`config.mk`:
```
export PLATFORM = sky130hd
export DESIGN_NAME = multicycle_control_fsm
export DESIGN_NICKNAME = d
export VERILOG_FILES = /design/src/rtl/multicycle_control_fsm.sv
export SDC_FILE = /design/constraint.sdc
export NUM_CORES = 1
export LEC_CHECK = 0
export CAP_MARGIN = 5
export CORE_ASPECT_RATIO = 0.75
export CORE_MARGIN = 2
export CORE_UTILIZATION = 40
export DETAILED_ROUTE_END_ITERATION = 10
export HOLD_SLACK_MARGIN = 0.03
export PLACE_DENSITY = 0.81
export SLEW_MARGIN = 15
export SYNTH_ARGS = -nofsm -noshare
export SYNTH_HDL_FRONTEND = slang
export SYNTH_SLANG_ARGS = --single-unit
export TNS_END_PERCENT = 20
```
`constraint.sdc`:
```
create_clock -name clk -period 1.92 [get_ports clk]
set_clock_uncertainty 0.15 [all_clocks]
set_input_delay 0.192 -clock clk [delete_from_list [all_inputs] [get_ports clk]]
set_output_delay 0.192 -clock clk [all_outputs]
set_load 0.02 [all_outputs]
```
`src/rtl/multicycle_control_fsm.sv`:
```
// Main control FSM for the multicycle RV32 datapath (lw/sw, R-type, addi/andi/ori, beq/bne).
// Define ILLEGAL_TRAP_EN to trap unknown opcodes and unsupported functs into a sticky HALT state.
module multicycle_control_fsm #(
   parameter int MEM_WAIT = 0
) (
   input  logic       clk,
   input  logic       reset,
   input  logic [6:0] opcode,
   input  logic [2:0] funct3,
   input  logic       funct7b5,
   input  logic       zero,
   output logic       PCWrite,
   output logic       IorD,
   output logic       MemRead,
   output logic       MemWrite,
   output logic       IRWrite,
   output logic       MemtoReg,
   output logic       ALUSrcA,
   output logic [1:0] ALUSrcB,
   output logic       PCSource,
   output logic       RegWrite,
   output logic [3:0] ALUControl,
   output logic [3:0] state,
   output logic       illegal
);

   typedef enum logic [3:0] {
      S_FETCH  = 4'd0,
      S_DECODE = 4'd1,
      S_MEMADR = 4'd2,
      S_MEMRD  = 4'd3,
      S_MEMWB  = 4'd4,
      S_MEMWR  = 4'd5,
      S_EXEC_R = 4'd6,
      S_ALUWB  = 4'd7,
      S_EXEC_I = 4'd8,
      S_BRANCH = 4'd9,
      S_HALT   = 4'd10
   } state_t;

   localparam logic [6:0] OP_LW = 7'b0000011;
   localparam logic [6:0] OP_SW = 7'b0100011;
   localparam logic [6:0] OP_R  = 7'b0110011;
   localparam logic [6:0] OP_I  = 7'b0010011;
   localparam logic [6:0] OP_BR = 7'b1100011;

   localparam logic [3:0] ALU_ADD  = 4'b0010;
   localparam logic [3:0] ALU_SUB  = 4'b0110;
   localparam logic [3:0] ALU_AND  = 4'b0000;
   localparam logic [3:0] ALU_OR   = 4'b0001;
   localparam logic [3:0] ALU_NONE = 4'b1111;

   localparam logic [2:0] WAIT_LAST = 3'(MEM_WAIT);

   state_t     cur_state;
   state_t     next_state;
   logic [2:0] wait_cnt;
   logic       wait_done;
   logic       mem_state;

   function automatic logic [3:0] r_alu(input logic [2:0] f3, input logic f7);
      case (f3)
         3'b000:  r_alu = f7 ? ALU_SUB : ALU_ADD;
         3'b111:  r_alu = ALU_AND;
         3'b110:  r_alu = ALU_OR;
         default: r_alu = ALU_NONE;
      endcase
   endfunction

   function automatic logic [3:0] i_alu(input logic [2:0] f3);
      case (f3)
         3'b000:  i_alu = ALU_ADD;
         3'b111:  i_alu = ALU_AND;
         3'b110:  i_alu = ALU_OR;
         default: i_alu = ALU_NONE;
      endcase
   endfunction

   // Memory-access states hold until the stall counter reaches MEM_WAIT.
   assign mem_state = (cur_state == S_FETCH) || (cur_state == S_MEMRD) || (cur_state == S_MEMWR);
   assign wait_done = (wait_cnt == WAIT_LAST);
   assign state     = cur_state;

`ifdef ILLEGAL_TRAP_EN
   logic illegal_q;
   assign illegal = illegal_q;
`else
   assign illegal = 1'b0;
`endif

   always_ff @(posedge clk) begin
      if (reset) begin
         cur_state <= S_FETCH;
         wait_cnt  <= 3'd0;
`ifdef ILLEGAL_TRAP_EN
         illegal_q <= 1'b0;
`endif
      end else begin
         cur_state <= next_state;
         if (mem_state && !wait_done)
            wait_cnt <= wait_cnt + 3'd1;
         else
            wait_cnt <= 3'd0;
`ifdef ILLEGAL_TRAP_EN
         if (next_state == S_HALT)
            illegal_q <= 1'b1;
`endif
      end
   end

   always_comb begin
      next_state = cur_state;
      case (cur_state)
         S_FETCH:  if (wait_done) next_state = S_DECODE;
         S_DECODE: begin
            case (opcode)
               OP_LW, OP_SW: next_state = S_MEMADR;
               OP_R:         next_state = S_EXEC_R;
               OP_I:         next_state = S_EXEC_I;
               OP_BR:        next_state = S_BRANCH;
`ifdef ILLEGAL_TRAP_EN
               default:      next_state = S_HALT;
`else
               default:      next_state = S_FETCH;
`endif
            endcase
         end
         S_MEMADR: next_state = (opcode == OP_SW) ? S_MEMWR : S_MEMRD;
         S_MEMRD:  if (wait_done) next_state = S_MEMWB;
         S_MEMWB:  next_state = S_FETCH;
         S_MEMWR:  if (wait_done) next_state = S_FETCH;
`ifdef ILLEGAL_TRAP_EN
         S_EXEC_R: next_state = (r_alu(funct3, funct7b5) == ALU_NONE) ? S_HALT : S_ALUWB;
         S_EXEC_I: next_state = (i_alu(funct3) == ALU_NONE) ? S_HALT : S_ALUWB;
`else
         S_EXEC_R: next_state = S_ALUWB;
         S_EXEC_I: next_state = S_ALUWB;
`endif
         S_ALUWB:  next_state = S_FETCH;
         S_BRANCH: next_state = S_FETCH;
         S_HALT:   next_state = S_HALT;
         default:  next_state = S_FETCH;
      endcase
   end

   // Reset overrides every control output, so an interrupted store never completes.
   always_comb begin
      PCWrite    = 1'b0;
      IorD       = 1'b0;
      MemRead    = 1'b0;
      MemWrite   = 1'b0;
      IRWrite    = 1'b0;
      MemtoReg   = 1'b0;
      ALUSrcA    = 1'b0;
      ALUSrcB    = 2'b00;
      PCSource   = 1'b0;
      RegWrite   = 1'b0;
      ALUControl = ALU_ADD;
      if (!reset) begin
         case (cur_state)
            S_FETCH: begin
               MemRead = 1'b1;
               ALUSrcB = 2'b01;
               IRWrite = wait_done;
               PCWrite = wait_done;
            end
            S_DECODE: ALUSrcB = 2'b10;
            S_MEMADR: begin
               ALUSrcA = 1'b1;
               ALUSrcB = 2'b10;
            end
            S_MEMRD: begin
               IorD    = 1'b1;
               MemRead = 1'b1;
            end
            S_MEMWB: begin
               MemtoReg = 1'b1;
               RegWrite = 1'b1;
            end
            S_MEMWR: begin
               IorD     = 1'b1;
               MemWrite = wait_done;
            end
            S_EXEC_R: begin
               ALUSrcA    = 1'b1;
               ALUControl = r_alu(funct3, funct7b5);
            end
            S_EXEC_I: begin
               ALUSrcA    = 1'b1;
               ALUSrcB    = 2'b10;
               ALUControl = i_alu(funct3);
            end
            S_ALUWB: RegWrite = 1'b1;
            S_BRANCH: begin
               ALUSrcA    = 1'b1;
               PCSource   = 1'b1;
               ALUControl = ALU_SUB;
               case (funct3)
                  3'b000:  PCWrite = zero;
                  3'b001:  PCWrite = ~zero;
                  default: PCWrite = 1'b0;
               endcase
            end
            default: ;
         endcase
      end
   end

endmodule

```
==> out/metrics.yaml <==
finish:
  multi_input_area_um2: 681
  drive_gt1_share_pct: 42.2
  fillers: 102
  area_delta_synth_final_pct: 90.8
  final_nets: 183
  utilization_pct: 82.3
  seq_area_um2: 145
  n_antenna_cell: 0
global_routing:
  grt_overflow_total: 0
  grt_pass1_wl_mm: 4.13
  antenna_found_initial: 0
  grt_max_degree: 19
  track_usage_pct: 24.8
  grt_pass1_vias: 930
critical_path:
  critPathMaxFanout: 5
  setup.worst_path.end_class: "output port"
  criticalPathCategory: "reg -> out"
  cp.required_ns: 1.58
  startpoint_type: "register"
  arrival_ns: 1.74
  rr_worst_depth: 7
drt:
  wl_mm: 2.92
  first_pass_iters: 4
  ant_nets: 0
  vias_per_cell: 5.54
  vias: 1042
  drtIter0Drc: 31
  drcViolationCount: 0
  wire_per_inst_um: 15.5
worst_hold_path:
  whs_path_depth: 2
  hold_class: "reg -> reg"
pwr:
  finalPower_mw: 0.463
  p_leak_nw: 0.612
  peakVddDrop_mv: 0.228
  p_per_area_mw_per_mm2: 320
placement:
  hpwl_mm: 2.03
  numPortBuffers: 32
  gp_congestion: 0.930
floorplanning:
  io_pins: 34
  std_cell_rows: 13
  dieArea_mm2: 0.00226
  start_util_pct: 43.2
  die_w_um: 54.3
  core_mm2: 0.00176
  die_y_um: 41.7
logic_synthesis:
  synth.net_count: 123
  synth_cell_types: 41
  syn_area_per_cell_um2: 7.09
  synth_seq_area_share_pct: 18.5
  ys_ff_latch: 7
  netlist_instances: 107
  yosys_warnings: 0
  syn_area_um2: 758
job:
  max-cap-violations: 0
sta:
  report.final.slew_viol_count: 0
  setup_violations: 7
  maxClockFrequency_mhz: 480
  min_period_over_period_pct: 109
  period_needed_ns: 2.08
  finalWorstSetupSlack_ns: -0.164
  hold_viol_final: 0
  rsz0062_at_grt: "yes"
outcome:
  status: "complete, but fails checks"
  violations: "setup timing"
cts:
  htreeDepth: 1
  root_buffer: "clkbuf_4"
  post-cts-setup-buffers: 0
  numCtsBuffers: 3
  clock_path_buffers: 2
  cts_tree: "done"
  cts.clk_slew.worst_paths_ns: 0.05
  insertion_delay_ns: 0.27
  numClockSinks: 7
==> cells in the mapped netlist <==
| master | number | area (um2) |
|---|---|---|
| a211oi_1 | 2 | 15.0 |
| a211oi_2 | 1 | 12.5 |
| a21boi_1 | 1 | 7.51 |
| a21o_1 | 2 | 15.0 |
| a21oi_1 | 2 | 10.0 |
| a22oi_1 | 1 | 7.51 |
| a31oi_1 | 3 | 18.8 |
| and2_1 | 1 | 6.26 |
| and3_1 | 1 | 6.26 |
| buf_1 | 1 | 3.75 |
| buf_2 | 5 | 25.0 |
| buf_4 | 1 | 7.51 |
| clkbuf_1 | 1 | 3.75 |
| conb_1 | 1 | 3.75 |
| dfxtp_1 | 7 | 140 |
| ha_1 | 2 | 25.0 |
| inv_1 | 5 | 18.8 |
| mux2i_1 | 2 | 20.0 |
| nand2_1 | 4 | 15.0 |
| nand2b_1 | 5 | 31.3 |
| nand3_1 | 3 | 15.0 |
| nand3b_1 | 3 | 22.5 |
| nand4_1 | 1 | 6.26 |
| nand4bb_1 | 1 | 11.3 |
| nor2_1 | 14 | 52.6 |
| nor2b_1 | 3 | 18.8 |
| nor3_1 | 10 | 50.1 |
| nor4_1 | 2 | 12.5 |
| o21ai_0 | 5 | 25.0 |
| o32ai_1 | 1 | 8.76 |
| o32ai_2 | 1 | 16.3 |
| o41ai_1 | 1 | 8.76 |
| or2_1 | 1 | 6.26 |
| or2b_1 | 1 | 7.51 |
| or3_1 | 2 | 12.5 |
| or3b_1 | 1 | 8.76 |
| or4_1 | 1 | 7.51 |
| or4_4 | 1 | 11.3 |
| or4b_1 | 2 | 20.0 |
| xnor2_1 | 3 | 26.3 |
| xor2_1 | 2 | 17.5 |
==> power by group <==
part	total, mW	switching (mW)	internal, mW
sequential	0.147	0.00129	0.146
combinational	0.172	0.0849	0.0870
clock	0.143	0.0634	0.0799
total	0.463	0.150	0.313
==> sequential cells by signal, indices dropped and copies added, names as in the netlist <==
| register | count |
|---|---|
| wait_cnt | 3 |
| state | 4 |
==> logic make-up (layout without fill, tap and decap cells) <==
group | Yosys count | after routing | share of synthesized area [%]
buffers and inverters | 13 | 72 | 7.75
AOI/OAI and AO/OA | 20 | 20 | 19.1
and+or+nand+nor | 57 | 57 | 42.4
xor gates and xnor gates | 5 | 5 | 5.78
adders and majority gates | 2 | 2 | 3.30
muxes | 2 | 2 | 2.64
other | 1 | 1 | 0.495
DFF | 7 | 7 | 18.5
==> layout make-up <==
cell class	instances	share of cell area (%)
Inverter	5	1.30
Tap cell	22	1.90
Multi-Input combinational cell	87	47.1
Timing Repair Buffer	63	37.9
Clock buffer	4	1.82
Sequential cell	7	10.0
==> stage by stage <==
| stage | hold slack [ns] | setup TNS [ns] | instances | worst slack [ns] | cell area (um2) |
|---|---|---|---|---|---|
| after floorplan | 0.217 | -0.0767 | 107 | -0.0396 | 810 |
| after global placement | 0.343 | -3.97 | 184 | -0.548 | 1360 |
| after detailed placement | 0.351 | -4.45 | 184 | -0.586 | 1360 |
| after CTS | 0.339 | -0.734 | 188 | -0.157 | 1400 |
| after global routing | 0.414 | -1.11 | 188 | -0.192 | 1450 |
| final | 0.378 | -0.679 | 188 | -0.164 | 1450 |
==> final timing paths <==
kind | start | to | slack, ns
setup / recovery | state[3] | ALUControl[0] | -0.16
hold / removal | wait_cnt[0] | wait_cnt[0] | 0.38
setup reg to reg | state[1] | state[0] | -0.13
hold reg to reg | wait_cnt[0] | wait_cnt[0] | 0.38
==> cell usage in the layout, fill, tap and decap left out, drive strengths merged, types with 2 or more instances in the layout <==
cell type	n
o32ai	2
buf	41
xnor2	3
a21oi	2
nand2	4
inv	5
a21o	2
or4b	2
or3	2
o21ai	5
mux2i	2
nand3b	3
dfxtp	7
xor2	2
nor2	14
nor4	2
nor3	10
nand3	3
dlygate4sd2	7
clkbuf	6
nor2b	3
a211oi	3
ha	2
nand2b	5
or4	2
a31oi	3
clkdlybuf4s50	12
==> metal layers <==
metal	wire length [um]	vias to the layer above	share of wire (%)	global-route usage, %
met3	171	4	5.9	2.88
li1	-	501	-	-
met5	0	-	0	0
met4	34	0	1.2	7.50
met1	1270	491	43	33.0
met2	1440	46	49	41.0
==> worst max-delay path: stages (launching register included) <==
cell and delay [ns]:
dfxtp_4 0.38, or3b_4 0.40, a211oi_4 0.28, nand2_2 0.13, a31oi_4 0.16, buf_6 0.13
==> repair_timing <==
item / CTS / global route
setup endpoints to repair: 18 / 15
gates resized for setup: 69 / 23
pin swaps: 4 / 3
hold buffers: 0 / 0
Note: power is estimated with default switching activity, not from simulation.
